## config.mk

```make
export PLATFORM = sky130hd
export DESIGN_NAME = mesm6_dmem_arbiter_flat
export DESIGN_NICKNAME = d
export VERILOG_FILES = /design/src/rtl/mesm6_dmem_arbiter_if.sv /design/src/rtl/mesm6_dmem_arbiter.sv /design/src/flat_wrapper.sv
export SDC_FILE = /design/constraint.sdc
export NUM_CORES = 1
export LEC_CHECK = 0
export BUFFER_PORTS_ARGS = -buffer_cell sky130_fd_sc_hd__buf_2
export CAP_MARGIN = 15
export CORE_AREA = 2 2 135 137
export CTS_BUF_LIST = sky130_fd_sc_hd__clkbuf_8
export DETAILED_ROUTE_END_ITERATION = 8
export DIE_AREA = 0 0 137 139
export PLACE_DENSITY = 0.52
export SYNTH_ARGS = -nofsm -noshare
export SYNTH_HDL_FRONTEND = slang
export SYNTH_SLANG_ARGS = --single-unit
export TNS_END_PERCENT = 50
```

## constraint.sdc

```tcl
create_clock -name clk -period 2 [get_ports clk]
set_input_delay 0.1 -clock clk [delete_from_list [all_inputs] [get_ports clk]]
set_output_delay 0.1 -clock clk [all_outputs]
set_load 0.05 [all_outputs]
```

## src/rtl/mesm6_dmem_arbiter_if.sv

```systemverilog
// Bundle of the two requester ports and the shared data-memory port.
// The arbiter takes the slave view; whatever drives requesters and memory takes the master view.
interface mesm6_dmem_arbiter_if #(
  parameter int ADDR_W = 15,
  parameter int DATA_W = 48
);
  logic [ADDR_W-1:0] m0_addr;
  logic              m0_read;
  logic              m0_write;
  logic [DATA_W-1:0] m0_wdata;
  logic [DATA_W-1:0] m0_rdata;
  logic              m0_done;

  logic [ADDR_W-1:0] m1_addr;
  logic              m1_read;
  logic              m1_write;
  logic [DATA_W-1:0] m1_wdata;
  logic [DATA_W-1:0] m1_rdata;
  logic              m1_done;

  logic [ADDR_W-1:0] mem_addr;
  logic              mem_read;
  logic              mem_write;
  logic [DATA_W-1:0] mem_wdata;
  logic [DATA_W-1:0] mem_rdata;
  logic              mem_done;

  modport slave (
    input  m0_addr, m0_read, m0_write, m0_wdata,
    output m0_rdata, m0_done,
    input  m1_addr, m1_read, m1_write, m1_wdata,
    output m1_rdata, m1_done,
    output mem_addr, mem_read, mem_write, mem_wdata,
    input  mem_rdata, mem_done
  );

  modport master (
    output m0_addr, m0_read, m0_write, m0_wdata,
    input  m0_rdata, m0_done,
    output m1_addr, m1_read, m1_write, m1_wdata,
    input  m1_rdata, m1_done,
    input  mem_addr, mem_read, mem_write, mem_wdata,
    output mem_rdata, mem_done
  );
endinterface

```

## src/rtl/mesm6_dmem_arbiter.sv

```systemverilog
// Two-requester round-robin arbiter for the shared data memory, with a BUSY
// timeout that completes the stuck requester with all-ones data and raises a sticky err.
module mesm6_dmem_arbiter #(
  parameter int ADDR_W  = 15,
  parameter int DATA_W  = 48,
  parameter int TIMEOUT = 255
) (
  input  logic                 clk,
  input  logic                 reset,
  mesm6_dmem_arbiter_if.slave  bus,
  input  logic                 err_clr,
  output logic                 err,
  output logic [1:0]           owner
);

  localparam int CNT_W = (TIMEOUT > 0) ? $clog2(TIMEOUT + 1) : 1;
  // The count includes the current cycle, so TIMEOUT BUSY cycles end on count TIMEOUT-1.
  localparam logic [CNT_W-1:0] CNT_LAST = (TIMEOUT > 0) ? CNT_W'(TIMEOUT - 1) : '0;

  typedef enum logic [1:0] {
    IDLE  = 2'd0,
    BUSY0 = 2'd1,
    BUSY1 = 2'd2
  } state_t;

  state_t            state_q, state_d;
  logic              last_q, last_d;
  logic [CNT_W-1:0]  cnt_q, cnt_d;
  logic              err_q, err_d;
  logic [1:0]        owner_q, owner_d;

  logic              req0, req1;
  logic              selReq, selRd, selWr;
  logic [ADDR_W-1:0] selAddr;
  logic [DATA_W-1:0] selWdata;
  logic              doneInt;
  logic [DATA_W-1:0] rdataInt;
  logic              errSet;
  logic              timeoutHit;

  assign req0       = bus.m0_read | bus.m0_write;
  assign req1       = bus.m1_read | bus.m1_write;
  assign timeoutHit = (TIMEOUT > 0) && (cnt_q == CNT_LAST);

  always_ff @(posedge clk) begin
    if (reset) begin
      state_q <= IDLE;
      last_q  <= 1'b1;
      cnt_q   <= '0;
      err_q   <= 1'b0;
      owner_q <= 2'b00;
    end else begin
      state_q <= state_d;
      last_q  <= last_d;
      cnt_q   <= cnt_d;
      err_q   <= err_d;
      owner_q <= owner_d;
    end
  end

  always_comb begin
    state_d       = state_q;
    last_d        = last_q;
    cnt_d         = cnt_q;
    errSet        = 1'b0;
    doneInt       = 1'b0;
    rdataInt      = '0;
    selReq        = 1'b0;
    selRd         = 1'b0;
    selWr         = 1'b0;
    selAddr       = '0;
    selWdata      = '0;
    bus.mem_addr  = '0;
    bus.mem_wdata = '0;
    bus.mem_read  = 1'b0;
    bus.mem_write = 1'b0;

    if (state_q == BUSY1) begin
      selReq   = req1;
      selRd    = bus.m1_read;
      selWr    = bus.m1_write;
      selAddr  = bus.m1_addr;
      selWdata = bus.m1_wdata;
    end else if (state_q == BUSY0) begin
      selReq   = req0;
      selRd    = bus.m0_read;
      selWr    = bus.m0_write;
      selAddr  = bus.m0_addr;
      selWdata = bus.m0_wdata;
    end

    case (state_q)
      IDLE: begin
        cnt_d = '0;
        if (req0 && req1) begin
          state_d = last_q ? BUSY0 : BUSY1;
        end else if (req0) begin
          state_d = BUSY0;
        end else if (req1) begin
          state_d = BUSY1;
        end
      end
      BUSY0, BUSY1: begin
        // A dropped strobe is an abort: no done, and fairness history is left alone.
        if (!selReq) begin
          state_d = IDLE;
        end else begin
          bus.mem_addr  = selAddr;
          bus.mem_wdata = selWdata;
          if (bus.mem_done) begin
            bus.mem_write = selWr;
            bus.mem_read  = selRd & ~selWr;
            doneInt       = 1'b1;
            rdataInt      = bus.mem_rdata;
            state_d       = IDLE;
            last_d        = (state_q == BUSY1);
          end else if (timeoutHit) begin
            doneInt  = 1'b1;
            rdataInt = '1;
            errSet   = 1'b1;
            state_d  = IDLE;
            last_d   = (state_q == BUSY1);
          end else begin
            bus.mem_write = selWr;
            bus.mem_read  = selRd & ~selWr;
            cnt_d         = cnt_q + CNT_W'(1);
          end
        end
      end
      default: state_d = IDLE;
    endcase

    bus.m0_done  = doneInt && (state_q == BUSY0);
    bus.m1_done  = doneInt && (state_q == BUSY1);
    bus.m0_rdata = (state_q == BUSY0) ? rdataInt : '0;
    bus.m1_rdata = (state_q == BUSY1) ? rdataInt : '0;
  end

  always_comb begin
    err_d = err_q;
    if (errSet) begin
      err_d = 1'b1;
    end else if (err_clr) begin
      err_d = 1'b0;
    end
    case (state_d)
      BUSY0:   owner_d = 2'b01;
      BUSY1:   owner_d = 2'b10;
      default: owner_d = 2'b00;
    endcase
  end

  assign err   = err_q;
  assign owner = owner_q;

endmodule

```

## src/flat_wrapper.sv

```systemverilog
// flat-port wrapper written by rule: the top's interface ports become plain ports
module mesm6_dmem_arbiter_flat 
#(
  parameter int ADDR_W  = 15,
  parameter int DATA_W  = 48,
  parameter int TIMEOUT = 255
)
  (clk, reset, err_clr, err, owner, bus_m0_addr, bus_m0_read, bus_m0_write, bus_m0_wdata, bus_m0_rdata, bus_m0_done, bus_m1_addr, bus_m1_read, bus_m1_write, bus_m1_wdata, bus_m1_rdata, bus_m1_done, bus_mem_addr, bus_mem_read, bus_mem_write, bus_mem_wdata, bus_mem_rdata, bus_mem_done);
  mesm6_dmem_arbiter_if #(.ADDR_W(ADDR_W), .DATA_W(DATA_W)) bus_i ();
  input  logic clk;
  input  logic reset;
  input  logic err_clr;
  output logic err;
  output logic [1:0] owner;
  input wire logic [$bits(bus_i.m0_addr)-1:0] bus_m0_addr;
  input wire logic [$bits(bus_i.m0_read)-1:0] bus_m0_read;
  input wire logic [$bits(bus_i.m0_write)-1:0] bus_m0_write;
  input wire logic [$bits(bus_i.m0_wdata)-1:0] bus_m0_wdata;
  output wire logic [$bits(bus_i.m0_rdata)-1:0] bus_m0_rdata;
  output wire logic [$bits(bus_i.m0_done)-1:0] bus_m0_done;
  input wire logic [$bits(bus_i.m1_addr)-1:0] bus_m1_addr;
  input wire logic [$bits(bus_i.m1_read)-1:0] bus_m1_read;
  input wire logic [$bits(bus_i.m1_write)-1:0] bus_m1_write;
  input wire logic [$bits(bus_i.m1_wdata)-1:0] bus_m1_wdata;
  output wire logic [$bits(bus_i.m1_rdata)-1:0] bus_m1_rdata;
  output wire logic [$bits(bus_i.m1_done)-1:0] bus_m1_done;
  output wire logic [$bits(bus_i.mem_addr)-1:0] bus_mem_addr;
  output wire logic [$bits(bus_i.mem_read)-1:0] bus_mem_read;
  output wire logic [$bits(bus_i.mem_write)-1:0] bus_mem_write;
  output wire logic [$bits(bus_i.mem_wdata)-1:0] bus_mem_wdata;
  input wire logic [$bits(bus_i.mem_rdata)-1:0] bus_mem_rdata;
  input wire logic [$bits(bus_i.mem_done)-1:0] bus_mem_done;
  assign bus_i.m0_addr = bus_m0_addr;
  assign bus_i.m0_read = bus_m0_read;
  assign bus_i.m0_write = bus_m0_write;
  assign bus_i.m0_wdata = bus_m0_wdata;
  assign bus_m0_rdata = bus_i.m0_rdata;
  assign bus_m0_done = bus_i.m0_done;
  assign bus_i.m1_addr = bus_m1_addr;
  assign bus_i.m1_read = bus_m1_read;
  assign bus_i.m1_write = bus_m1_write;
  assign bus_i.m1_wdata = bus_m1_wdata;
  assign bus_m1_rdata = bus_i.m1_rdata;
  assign bus_m1_done = bus_i.m1_done;
  assign bus_mem_addr = bus_i.mem_addr;
  assign bus_mem_read = bus_i.mem_read;
  assign bus_mem_write = bus_i.mem_write;
  assign bus_mem_wdata = bus_i.mem_wdata;
  assign bus_i.mem_rdata = bus_mem_rdata;
  assign bus_i.mem_done = bus_mem_done;
  mesm6_dmem_arbiter #(.ADDR_W(ADDR_W), .DATA_W(DATA_W), .TIMEOUT(TIMEOUT)) u_core (.clk(clk), .reset(reset), .bus(bus_i), .err_clr(err_clr), .err(err), .owner(owner));
endmodule
```

=== Word-level counts from Yosys, hierarchy flattened ===
Cells that the tools add are included.

* $add $sub $neg: 1
* Equality and inequality tests: 8
* Muxes and demuxes: 52
* Bitwise logic cells: 4
* Reductions and logical operators: 10

{| class="wikitable"
|+ Operators with widths
! cell !! number
|-
| 48-bit 2-to-1 mux || 10
|-
| 15-bit 2-to-1 mux || 4
|-
| 1-bit 2-to-1 mux || 25
|-
| 8-bit 2-to-1 mux || 3
|-
| 8-bit case mux with 2 select lines || 1
|-
| 2-bit 2-to-1 mux || 7
|-
| 8-bit by 1-bit adder with 8-bit output (second input constant) || 1
|-
| 8-bit == test (second input constant) || 1
|-
| 2-bit case mux with 2 select lines || 2
|-
| 2-bit nonzero test || 3
|-
| 2-bit by 1-bit == test with 1-bit output (second input constant) || 2
|-
| 2-bit == test (second input constant) || 2
|-
| 2-bit inequality test (second input constant) || 2
|-
| 4-bit AND reduction || 1
|-
| 1-bit logical AND || 3
|-
| 3-bit AND reduction || 1
|-
| 2-bit logical NOT || 1
|-
| 2-bit by 1-bit inequality test with 1-bit output (second input constant) || 1
|-
| 1-bit bitwise OR || 2
|-
| 2-bit OR reduction || 1
|-
| 1-bit AND || 1
|-
| 1-bit NOT || 1
|}

* Bits in registers: 14
* Output and inout port bits: 166

=== Depth between registers and ports, before layout ===
Gate-level depths: netlist of the first run.

* Word-level depth: 9
* Gate-level depth with buffers: 9

=== Worst setup path after synthesis of the first run ===
No wires, ideal clock.

* Path kind: reg-to-output
* Start: register u_core.state_q[0]
* End: output port bus_mem_read
* Arrival time: 2.359 ns
* Required time: 1.900 ns
* Setup slack: -0.459 ns
* Cell stages (with the launch flop): 8
* Buffers on the path: 2
* Cell sequence: dfxtp_1 inv_1 ha_1 buf_2 o21ai_2 nand2_1 buf_2 nor3_1

* Cells in the longest elaborated chain, start to end: 9

{| class="wikitable"
|+ Ends and longest elaborated chain
! item !! RTL line !! source
|-
| start, declared || mesm6_dmem_arbiter.sv:26 || <nowiki>state_t state_q, state_d;</nowiki>
|-
| start signal, assigned || mesm6_dmem_arbiter.sv:53 || <nowiki>state_q <= state_d;</nowiki>
|-
| 2-bit by 1-bit == test with 1-bit output || mesm6_dmem_arbiter.sv:84, mesm6_dmem_arbiter.sv:92 ||
|-
| 1-bit 2-to-1 mux || mesm6_dmem_arbiter.sv:84 || <nowiki>end else if (state_q == BUSY0) begin</nowiki>
|-
| 1-bit 2-to-1 mux || mesm6_dmem_arbiter.sv:78 || <nowiki>if (state_q == BUSY1) begin</nowiki>
|-
| 1-bit NOT || mesm6_dmem_arbiter.sv:112, mesm6_dmem_arbiter.sv:125 ||
|-
| 1-bit AND || mesm6_dmem_arbiter.sv:112, mesm6_dmem_arbiter.sv:125 ||
|-
| 1-bit 2-to-1 mux || mesm6_dmem_arbiter.sv:117 || <nowiki>end else if (timeoutHit) begin</nowiki>
|-
| 1-bit 2-to-1 mux || mesm6_dmem_arbiter.sv:110 || <nowiki>if (bus.mem_done) begin</nowiki>
|-
| 1-bit 2-to-1 mux || mesm6_dmem_arbiter.sv:105 || <nowiki>if (!selReq) begin</nowiki>
|-
| 1-bit 2-to-1 mux * || mesm6_dmem_arbiter.sv:92 || <nowiki>case (state_q)</nowiki>
|-
| end, declared || flat_wrapper.sv:28 || <nowiki>output wire logic [$bits(bus_i.mem_read)-1:0] bus_mem_read;</nowiki>
|}

Every way passes the cells marked *; elsewhere a longest branch is shown, timed or not.

=== Worst setup path in the final report of the first run ===
* Start: register u_core.state_q[0]
* End: output port bus_mem_addr[8]

* Cells in the longest elaborated chain, start to end: 5

{| class="wikitable"
|+ Ends and longest elaborated chain
! item !! RTL line !! source
|-
| 2-bit by 1-bit == test with 1-bit output || mesm6_dmem_arbiter.sv:84, mesm6_dmem_arbiter.sv:92 ||
|-
| 15-bit 2-to-1 mux / 1-bit 2-to-1 mux (equally long branches) || mesm6_dmem_arbiter.sv:84 ||
|-
| 15-bit 2-to-1 mux / 1-bit 2-to-1 mux (equally long branches) || mesm6_dmem_arbiter.sv:78 ||
|-
| 15-bit 2-to-1 mux || mesm6_dmem_arbiter.sv:105 ||
|-
| 15-bit 2-to-1 mux * || mesm6_dmem_arbiter.sv:92 ||
|-
| end, declared || flat_wrapper.sv:27 || <nowiki>output wire logic [$bits(bus_i.mem_addr)-1:0] bus_mem_addr;</nowiki>
|}

Marked as above.

==> key figures, run 1 <==
Timing
  • Fin. max-slew vios: 0
  • Setup WS post-layout: -0.0407 ns
  • Final Hold Fails: 0
  • Fmax: ~490 MHz
  • Worst slew pin tran: around 0.6 ns
  • Count of final setup violators: 30
  • Post-route minimum period: between 2 and 2.5 ns
  • Skew final: roughly 0.004 ns
  • Fin Hold WS: between 0.1 and 0.15 ns
  • Tcrit/Tclk final: 1.02
  • Max-slew headroom: 0.599
  • RSZ-0062 raised after global routing: true

Flow run
  • Maxcap violations: 0

Die
  • Ports: 348
  • Initial core utilization: 0.133
  • Cell Rows: 49
  • Die area: between 15000 and 20000 um2
  • Die Wd: 137 um
  • Core region area: ~18000 um2
  • Die Y: around 140 um

Cells and area
  • Area of the multi-input gates: between 2000 and 3000 um2
  • Net count, final: about 950
  • Fin util: 0.394
  • Share of cells above drive strength 1: 0.701
  • FF+latch area: 290 um2
  • # fillers: about 1700
  • Final Instance Area: between 6000 and 7000 um2
  • P&R area growth vs syn: 197%

Run status
  • Failing checks: negative setup slack
  • Status: finished with violations

Critical path
  • CP max stage delay: between 0.3 and 0.4 ns
  • CP required: 1.90 ns
  • Crit path kind: reg -> out
  • Critical path fanouts, max: 23
  • Reg2reg start: u_core.state_q[1]
  • Nature of the critical path startpoint: register
  • Slowest CP cell: dfxtp_4
  • Worst Path Arrival: 1.94 ns
  • Most used cell, CP: buf_6
  • Crit-path cells: inv_4 > ha_4 > buf_6 > nor2b_4 > buf_4 > clkbuf_16 > a22oi_1 > nor2_1 > buf_6
  • CP top delay family: buffers and inverters
  • Worst path bufs/invs: 5
  • Worst setup path startpoint: u_core.state_q[0]
  • Crit. End Element: output port

Placement
  • GPL Wtd Cong: between 0.7 and 0.8
  • # port buffers: roughly 350
  • Placed inst area: a little under 5000 um2
  • Dpl hpwl: ~12 mm

CTS
  • CTS tree: done
  • Clock Path Buffers: 2
  • TritonCTS Buffers: 3
  • H-tree levels: 1
  • Worst-Skew Late Latency: ~0.25 ns
  • Clock sink count: 14
  • CTS root buffer: clkbuf_8
  • Hold-fix buffers, CTS: 0
  • Clk pin slew, worst setup/hold paths: approximately 0.06 ns

Synthesis
  • Synth cell types: 37
  • FFs w/ async S/R, synth: 0
  • Largest area contributor in the synthesized netlist: nor2_1
  • Synth top area cells: nor2_1 (26%), a22oi_1 (20%), nor2b_1 (13%)
  • Most common cell in the netlist: nor2_1
  • Dominant synthesized flop cell: dfxtp_1
  • Number of synthesized register bits: 14
  • Synth Net Count: ~600
  • Mapped Cells: ~410
  • Mapped Area: between 2000 and 2500 um2
  • Sequential share of the synthesized area: 0.120
  • Yosys warns: 0
  • Post-synth EDFFs: 0
  • Synth Area per Inst: roughly 5.7 um2
  • Top-area cell type share of the netlist area: 0.263
  • Top cells by count, synth: nor2_1 (164), a22oi_1 (63), nor2b_1 (49)

Power and ir drop
  • Power Dens Cells: approximately 240 nW/um2
  • Internal Power: approximately 0.92 mW
  • Worst VDD drop: 0.000188 V
  • P_sw: between 0.7 and 0.8 mW
  • Seq pwr share: 0.181
  • Sw Share: 0.442
  • Leak: about 3.0 nW
  • Comb power frac: 0.649
  • Clk pwr share: 0.170

Detailed routing
  • Drt pass-1 iters: 4
  • Average wire per standard cell: ~18 um
  • Via Count: 4494
  • Drc violations: 0
  • WL final: 17.7 mm
  • Iteration-0 DRC Markers: 140
  • Via/cell ratio: approximately 4.5
  • Antenna Violating Nets Remaining: 0

GRT
  • Largest net degree at the start of global routing: 68
  • Vias in the first global route: 4183
  • Initial antenna violation count: 4
  • Total GRT Usage: 0.149
  • Wire length of the first global-routing pass: between 20 and 25 mm
  • Gr ovfl total: 0

Worst hold path
  • Worst hold path type: in -> reg
  • Hold path start: err_clr
[power by group through the flow]
stage,logic (mW),clock network (mW),registers (mW)
after floorplan,0.458,0,0.312
after global placement,0.825,0,0.299
after detailed placement,0.828,0,0.299
after CTS,0.884,0.290,0.295
after global routing,1.14,0.300,0.299
final,1.07,0.280,0.297
[worst paths after layout]
kind	end	slack (ns)	cells after the start
hold / removal	u_core.err	0.12	3
setup reg to reg	u_core.cnt_q[5]	0.14	9
setup / recovery	bus_mem_addr[8]	-0.04	9
hold reg to reg	u_core.err	0.47	2
[layer usage]
metal | part of all wire | global-route usage | wire, um
met1 | 0.34 | 0.149 | 5940
met2 | 0.55 | 0.300 | 9830
met3 | 0.081 | 0.0274 | 1440
met4 | 0.029 | 0.0456 | 507
met5 | 0.0015 | 0 | 27
[sequential cells by signal (all words and copies together) (netlist names)]
name            flops
u_core.cnt_q        8
u_core.err          1
u_core.last_q       1
u_core.owner        2
u_core.state_q      2
[final cells by class]
class | count | area share
timing repair buffer | 392 | 0.509
multi-input combinational | 346 | 0.394
sequential | 14 | 0.0418
tap | 229 | 0.0412
clock buffer | 4 | 0.00792
inverter | 9 | 0.00594
antenna | 2 | 0.000720
[metrics by stage]
stage	setup slack [ns]	total power [mW]	TNS, ns	cells
finish	-0.0407	1.65	-0.554	996
global route	-0.145	1.74	-10.57	995
CTS	-0.0618	1.47	-0.903	978
detailed placement	0.105	1.13	0	965
global placement	0.122	1.12	0	965
floorplan	-0.254	0.770	-24.24	408
[what timing repair did]
action / 4_1_cts / 5_1_grt
resized for setup: 207 / 284
hold endpoints to repair: 0 / 0
setup endpoints to repair: 163 / 167
pin swaps: 1 / 49
cloned: 4 / 10
buffers inserted: 5 / 6
[tightest hold or removal path, delay by kind of cell]
kind | cells | cell delay, ns
simple gates | 1 | 0.09
compound gates | 1 | 0.06
buf+inv | 1 | 0.07
[cells in the final DEF, fill, tap and decap left out, types with 3 or more instances in the layout]
cell       instances
clkbuf_16          7
buf_2            200
a22oi_2            9
buf_4             40
clkbuf_4           7
clkbuf_8           4
inv_4              3
nor2b_1           48
nor3_1             3
a22oi_1           54
buf_6             64
buf_16             6
o31ai_1            3
nand2_1            7
nor2_2            16
o21ai_0            3
buf_12            20
dfxtp_1           10
nand3_1            6
nor2_4            89
ha_4               4
a21oi_1            5
o211ai_1           4
and3_1             3
buf_8             48
inv_1              5
nor2_1            59
[cells by family after synthesis]
logic type | share of synthesized area
buffers and inverters | 0.0812
muxes | 0.00481
AOI/OAI and AO/OA | 0.283
and+or+nand+nor | 0.479
DFF | 0.120
adders and majority gates | 0.0321
(Power assumes the default switching activity.)
==> inputs of run 2 (changes only) <==
- GPL_TIMING_DRIVEN: default -> 0
==> run 2 against run 1 <==
Via count rose by 2.1%. Routed wire length fell by 1.1%. Sequential cell count did not move. Critical path type unchanged. Critical endpoint is now bus_m1_rdata[1]. Utilization fell by 0.092 points. Sequential power barely moved. Sequential share of layout area barely moved. The flow still finishes with violations (negative setup slack). Power rose by 1.5%. Maximum frequency fell by 2.2%.
==> key figures, run 2 (synthesized netlist as in run 1, its figures left out) <==
Run status
  • Status: finished with violations
  • Failing checks: negative setup slack

Detailed routing
  • Average wire per standard cell: between 15 and 20 um
  • WL final: between 15 and 20 mm
  • Iteration-0 DRC Markers: approximately 140
  • Drt pass-1 iters: 4
  • Via/cell ratio: 4.54
  • Antenna Violating Nets Remaining: 0
  • Via Count: ~4600
  • Drc violations: 0

Die
  • Die Y: about 140 um
  • Cell Rows: 49
  • Core region area: about 18000 um2
  • Ports: 348
  • Initial core utilization: 0.133
  • Die area: between 15000 and 20000 um2
  • Die Wd: roughly 140 um

CTS
  • H-tree levels: 1
  • TritonCTS Buffers: 3
  • Clock Path Buffers: 2
  • CTS tree: done
  • Clock sink count: 14
  • CTS root buffer: clkbuf_8
  • Clk pin slew, worst setup/hold paths: ~0.06 ns
  • Worst-Skew Late Latency: roughly 0.25 ns

Cells and area
  • Commonest non-fill, non-tap cell in the layout: buf_2
  • Most frequent cells in the layout: buf_2 (187), buf_6 (129), nor2_2 (75)
  • P&R area growth vs syn: 196%
  • Largest register FFs: 8
  • Net count, final: between 900 and 1000
  • Share of cells above drive strength 1: 0.749
  • Reg with most FFs: u_core.cnt_q
  • # fillers: 1735

Critical path
  • Nature of the critical path startpoint: register
  • Worst r2r dst: u_core.owner[1]
  • R2R setup slack: ~0.2 ns
  • Crit. End Element: output port
  • R2R depth: 9
  • CP required: 1.90 ns
  • Reg2reg start: u_core.cnt_q[0]
  • Worst Path Arrival: 1.99 ns
  • Crit path kind: reg -> out
  • Critical path fanouts, max: 7

GRT
  • Largest net degree at the start of global routing: 11
  • Vias in the first global route: 4447
  • Initial antenna violation count: 2
  • Wire length of the first global-routing pass: about 24 mm
  • Gr ovfl total: 0
  • Total GRT Usage: 0.158

Power and ir drop
  • Power Dens Cells: ~240 nW/um2
  • Leak: between 2 and 3 nW
  • Worst VDD drop: ~0.00018 V
  • Pwr Total: about 1.7 mW

Placement
  • # port buffers: 347
  • Dpl hpwl: between 10 and 15 mm
  • GPL Wtd Cong: ~0.85

Timing
  • Count of final setup violators: 37
  • Fin Hold WS: ~0.11 ns
  • Fin. max-slew vios: 0
  • Worst slew pin tran: roughly 0.73 ns
  • Fmax: between 400 and 500 MHz
  • Final Hold Fails: 0
  • RSZ-0062 raised after global routing: true
  • Post-route minimum period: between 2 and 2.5 ns
  • Tcrit/Tclk final: 1.04
  • Max-slew headroom: 0.514
  • Setup WS post-layout: -0.0863 ns
  • Skew final: roughly 0.0010 ns

Worst hold path
  • Endpoint, Worst Hold: u_core.err
  • Worst hold path type: in -> reg
  • Hold path start: err_clr
  • Hold path depth: 3

Flow run
  • Maxcap violations: 0
run 2: changes by cell type in the layout (fill, tap and decap cells not counted), sizes merged:
cell / before / now
diode: 2 / 3
clkbuf: 18 / 32
buf: 378 / 377
run 2: metrics by stage:
| stage | cell area (um2) | cells | utilization | setup WS [ns] | TNS [ns] |
|---|---|---|---|---|---|
| after global placement | 4640 | 984 | 0.263 | -0.585 | -67.50 |
| final | 6930 | 1010 | 0.393 | -0.0863 | -0.603 |
| after detailed placement | 4640 | 984 | 0.263 | -0.580 | -70.82 |
| after floorplan | 2620 | 408 | - | -0.254 | -24.24 |
| after global routing | 6930 | 1009 | 0.393 | -0.153 | -8.17 |
| after CTS | 6190 | 1004 | 0.350 | -0.0806 | -3.78 |
run 2: per-layer routing:
layer | GRT usage | up-vias | routed length, um
met1 | 0.159 | 2116 | 5950
met2 | 0.306 | 281 | 9100
met3 | 0.0263 | 50 | 1460
li1 | - | 2142 | -
met5 | 0 | - | 0
met4 | 0.0765 | 0 | 1050
run 2: area by class of cell:
class                      instances  area [um2]  area share
antenna                            3        7.51     0.00108
buffer                            38         402      0.0579
clock buffer                       4        55.1     0.00794
inverter                           9        38.8     0.00559
multi-input combinational        346        2750       0.397
sequential                        14         290      0.0419
tap                              229         287      0.0413
timing repair buffer             367        3100       0.447
run 2: worst max path at each step:
| stage | from | to | slack (ns) | depth (start not counted) |
|---|---|---|---|---|
| 2_1_floorplan | u_core.state_q[0] | bus_mem_addr[11] | -0.25 | 8 |
| 3_3_place_gp | u_core.state_q[0] | bus_mem_wdata[10] | -0.59 | 9 |
| 3_5_place_dp | u_core.state_q[0] | bus_mem_addr[8] | -0.58 | 9 |
| 4_1_cts | u_core.state_q[0] | bus_m1_rdata[43] | -0.08 | 10 |
| 5_1_grt | u_core.state_q[1] | bus_m1_rdata[1] | -0.15 | 10 |
| 6_report | u_core.cnt_q[3] | bus_m1_rdata[1] | -0.09 | 8 |
run 2: report_power, final:
group | switching (mW) | total (mW) | internal [mW]
sequential | 0.00972 | 0.298 | 0.288
combinational | 0.641 | 1.09 | 0.451
clock | 0.106 | 0.281 | 0.175
run 2: repair_timing:
item,4_1_cts,5_1_grt
hold buffers,0,0
gates resized for setup,443,201
gates cloned,2,2
buffers inserted,14,2
hold endpoints to repair,0,0
pin swaps,18,18
endpoints found under the setup margin,170,164
run 2: critical path: stages (launching register included):
cell and delay (ns):
dfxtp_1 0.41, and4_2 0.29, a21oi_4 0.08, nand4b_1 0.18
buf_6 0.16, buf_12 0.14, buf_12 0.15, nor2_4 0.14
buf_6 0.18
==> inputs of run 3 (changes only) <==
- PLACE_DENSITY: 0.52 -> 0.48
==> run 3 against run 2 <==
The run still ends with negative setup slack left. Critical path depth up 2. Non-clock buffer count up 3. First-iteration DRC count down 8.1%. Register-to-register slack worse by 0.04 ns. Routed wire length down 0.22%. Final cell count about the same. Global-route usage about the same. Maximum frequency up 1.2%. Hold slack better by 0.0077 ns. Clock skew up 0.0047 ns. Sequential power about the same. Sequential share of layout area about the same. Largest power group unchanged. Highest routed layer is now met5.
==> key figures, run 3 (synthesized netlist as in run 1, its figures left out) <==
Run status
  • Status: finished with violations
  • Failing checks: negative setup slack

Worst hold path
  • Hold path start: err_clr
  • Worst hold path type: in -> reg
  • Hold path depth: 3
  • Endpoint, Worst Hold: u_core.err

CTS
  • Worst-Skew Late Latency: 0.25 ns
  • H-tree levels: 1
  • TritonCTS Buffers: 3
  • Clock sink count: 14
  • CTS tree: done
  • Clk pin slew, worst setup/hold paths: approximately 0.060 ns
  • Clock Path Buffers: 2
  • CTS root buffer: clkbuf_8

Cells and area
  • Most frequent cells in the layout: buf_2 (189), buf_6 (104), nor2_4 (79)
  • Share of cells above drive strength 1: 0.703
  • Net count, final: 970
  • Commonest non-fill, non-tap cell in the layout: buf_2
  • Largest register FFs: 8
  • P&R area growth vs syn: 196%
  • Reg with most FFs: u_core.cnt_q

Critical path
  • R2R depth: 8
  • Critical path fanouts, max: 8
  • Reg2reg start: u_core.state_q[0]
  • Worst Path Arrival: between 1.5 and 2 ns
  • Nature of the critical path startpoint: register
  • Worst r2r dst: u_core.cnt_q[4]
  • R2R setup slack: around 0.16 ns
  • Crit path kind: reg -> out
  • Slowest CP cell: dfxtp_4
  • Crit. End Element: output port
  • Crit-path cells: inv_6 > ha_4 > o21ai_4 > o21ai_4 > nand4b_1 > buf_6 > buf_12 > buf_12 > nor2_2 > buf_6
  • CP required: between 1.5 and 2 ns
  • CP max stage delay: 0.37 ns

GRT
  • Gr ovfl total: 0
  • Vias in the first global route: approximately 4300
  • Initial antenna violation count: 3
  • Largest net degree at the start of global routing: 11
  • Wire length of the first global-routing pass: about 23 mm
  • Total GRT Usage: 0.158

Die
  • Die Y: 139 um
  • Ports: approximately 350
  • Die Wd: 137 um
  • Initial core utilization: 0.133
  • Cell Rows: approximately 50
  • Core region area: 17700 um2
  • Die area: between 15000 and 20000 um2

Timing
  • Final Hold Fails: 0
  • Worst slew pin tran: between 0.5 and 0.6 ns
  • Post-route minimum period: ~2.1 ns
  • RSZ-0062 raised after global routing: true
  • Setup WS post-layout: -0.0608 ns
  • Fmax: approximately 490 MHz
  • Fin Hold WS: 0.119 ns
  • Skew final: around 0.0057 ns
  • Tcrit/Tclk final: 1.03
  • Fin. max-slew vios: 0
  • Max-slew headroom: 0.615
  • Count of final setup violators: 65

Detailed routing
  • Average wire per standard cell: roughly 17 um
  • Antenna Violating Nets Remaining: 0
  • Drc violations: 0
  • Via Count: roughly 4500
  • Via/cell ratio: around 4.4
  • Drt pass-1 iters: 4
  • Iteration-0 DRC Markers: 124
  • WL final: approximately 18 mm

Power and ir drop
  • Pwr Total: 1.57 mW
  • Worst VDD drop: between 0.00015 and 0.0002 V
  • Leak: approximately 3 nW
  • Power Dens Cells: between 200 and 250 nW/um2

Placement
  • Dpl hpwl: around 13 mm
  • GPL Wtd Cong: ~0.86
  • # port buffers: between 300 and 400

Flow run
  • Maxcap violations: 0
run 3: changes by cell type in the layout (fill, tap and decap cells not counted), moves of 4 or more:
cell	previous run	this run
nor2_2	75	38
nor2_1	16	47
buf_6	129	104
buf_8	35	55
buf_4	15	28
a22oi_1	56	63
a22oi_2	7	0
nor2_4	73	79
clkbuf_4	12	8
run 3: layer usage:
layer  track usage  routed length, um  vias up  part of all wire
met5             0                  7        -           0.00040
met4        0.0385                629        2             0.036
met3        0.0201               1240       39             0.071
met2         0.323               9250      263              0.53
met1         0.165               6390     2050              0.36
li1              -                  -     2144                 -
run 3: where the power goes:
group / internal [mW] / switching (mW) / total, mW
registers: 0.288 / 0.00977 / 0.298
clock network: 0.133 / 0.103 / 0.236
logic: 0.430 / 0.609 / 1.04
run 3: cell type report:
class                      count  area [um2]
multi-input combinational    346        2680
tap                          229         287
buffer                        38         387
clock buffer                   3        41.3
fill                        1721       10700
inverter                       9        43.8
sequential                    14         290
timing repair buffer         370        3190
antenna                        2        5.00
run 3: worst max-delay path by stage:
| stage | startpoint | end | slack, ns | cells after the start |
|---|---|---|---|---|
| 2_1_floorplan | u_core.state_q[0] | bus_mem_addr[11] | -0.25 | 8 |
| 3_3_place_gp | u_core.state_q[0] | bus_mem_addr[5] | -0.67 | 9 |
| 5_1_grt | u_core.state_q[1] | bus_m1_rdata[5] | -0.14 | 10 |
| 6_report | u_core.state_q[1] | bus_m1_rdata[5] | -0.06 | 10 |
| 4_1_cts | u_core.state_q[0] | bus_mem_wdata[43] | -0.07 | 9 |
| 3_5_place_dp | u_core.state_q[0] | bus_mem_addr[5] | -0.63 | 9 |
run 3: what timing repair did:
action                     CTS  global route
resized for setup          401           221
buffers inserted            14             3
gates cloned                 4             3
setup endpoints to repair  167           165
pin swaps                   16            34
hold buffers                 0             0
run 3: critical path: cells and delay by family (launching register included):
family	cells	cell delay, ns
simple gates	2	0.24
compound gates	2	0.22
buf+inv	5	0.69
flops	1	0.37
fa+ha+maj	1	0.17
run 3: metrics by stage:
| stage | TNS, ns | utilization | instances | setup slack, ns | instance area [um2] |
|---|---|---|---|---|---|
| after detailed placement | -62.29 | 0.263 | 984 | -0.634 | 4640 |
| after floorplan | -24.24 | - | 408 | -0.254 | 2620 |
| after CTS | -3.87 | 0.344 | 1005 | -0.0678 | 6080 |
| final | -1.61 | 0.392 | 1011 | -0.0608 | 6920 |
| after global routing | -10.71 | 0.392 | 1011 | -0.141 | 6920 |
| after global placement | -62.96 | 0.263 | 984 | -0.667 | 4640 |
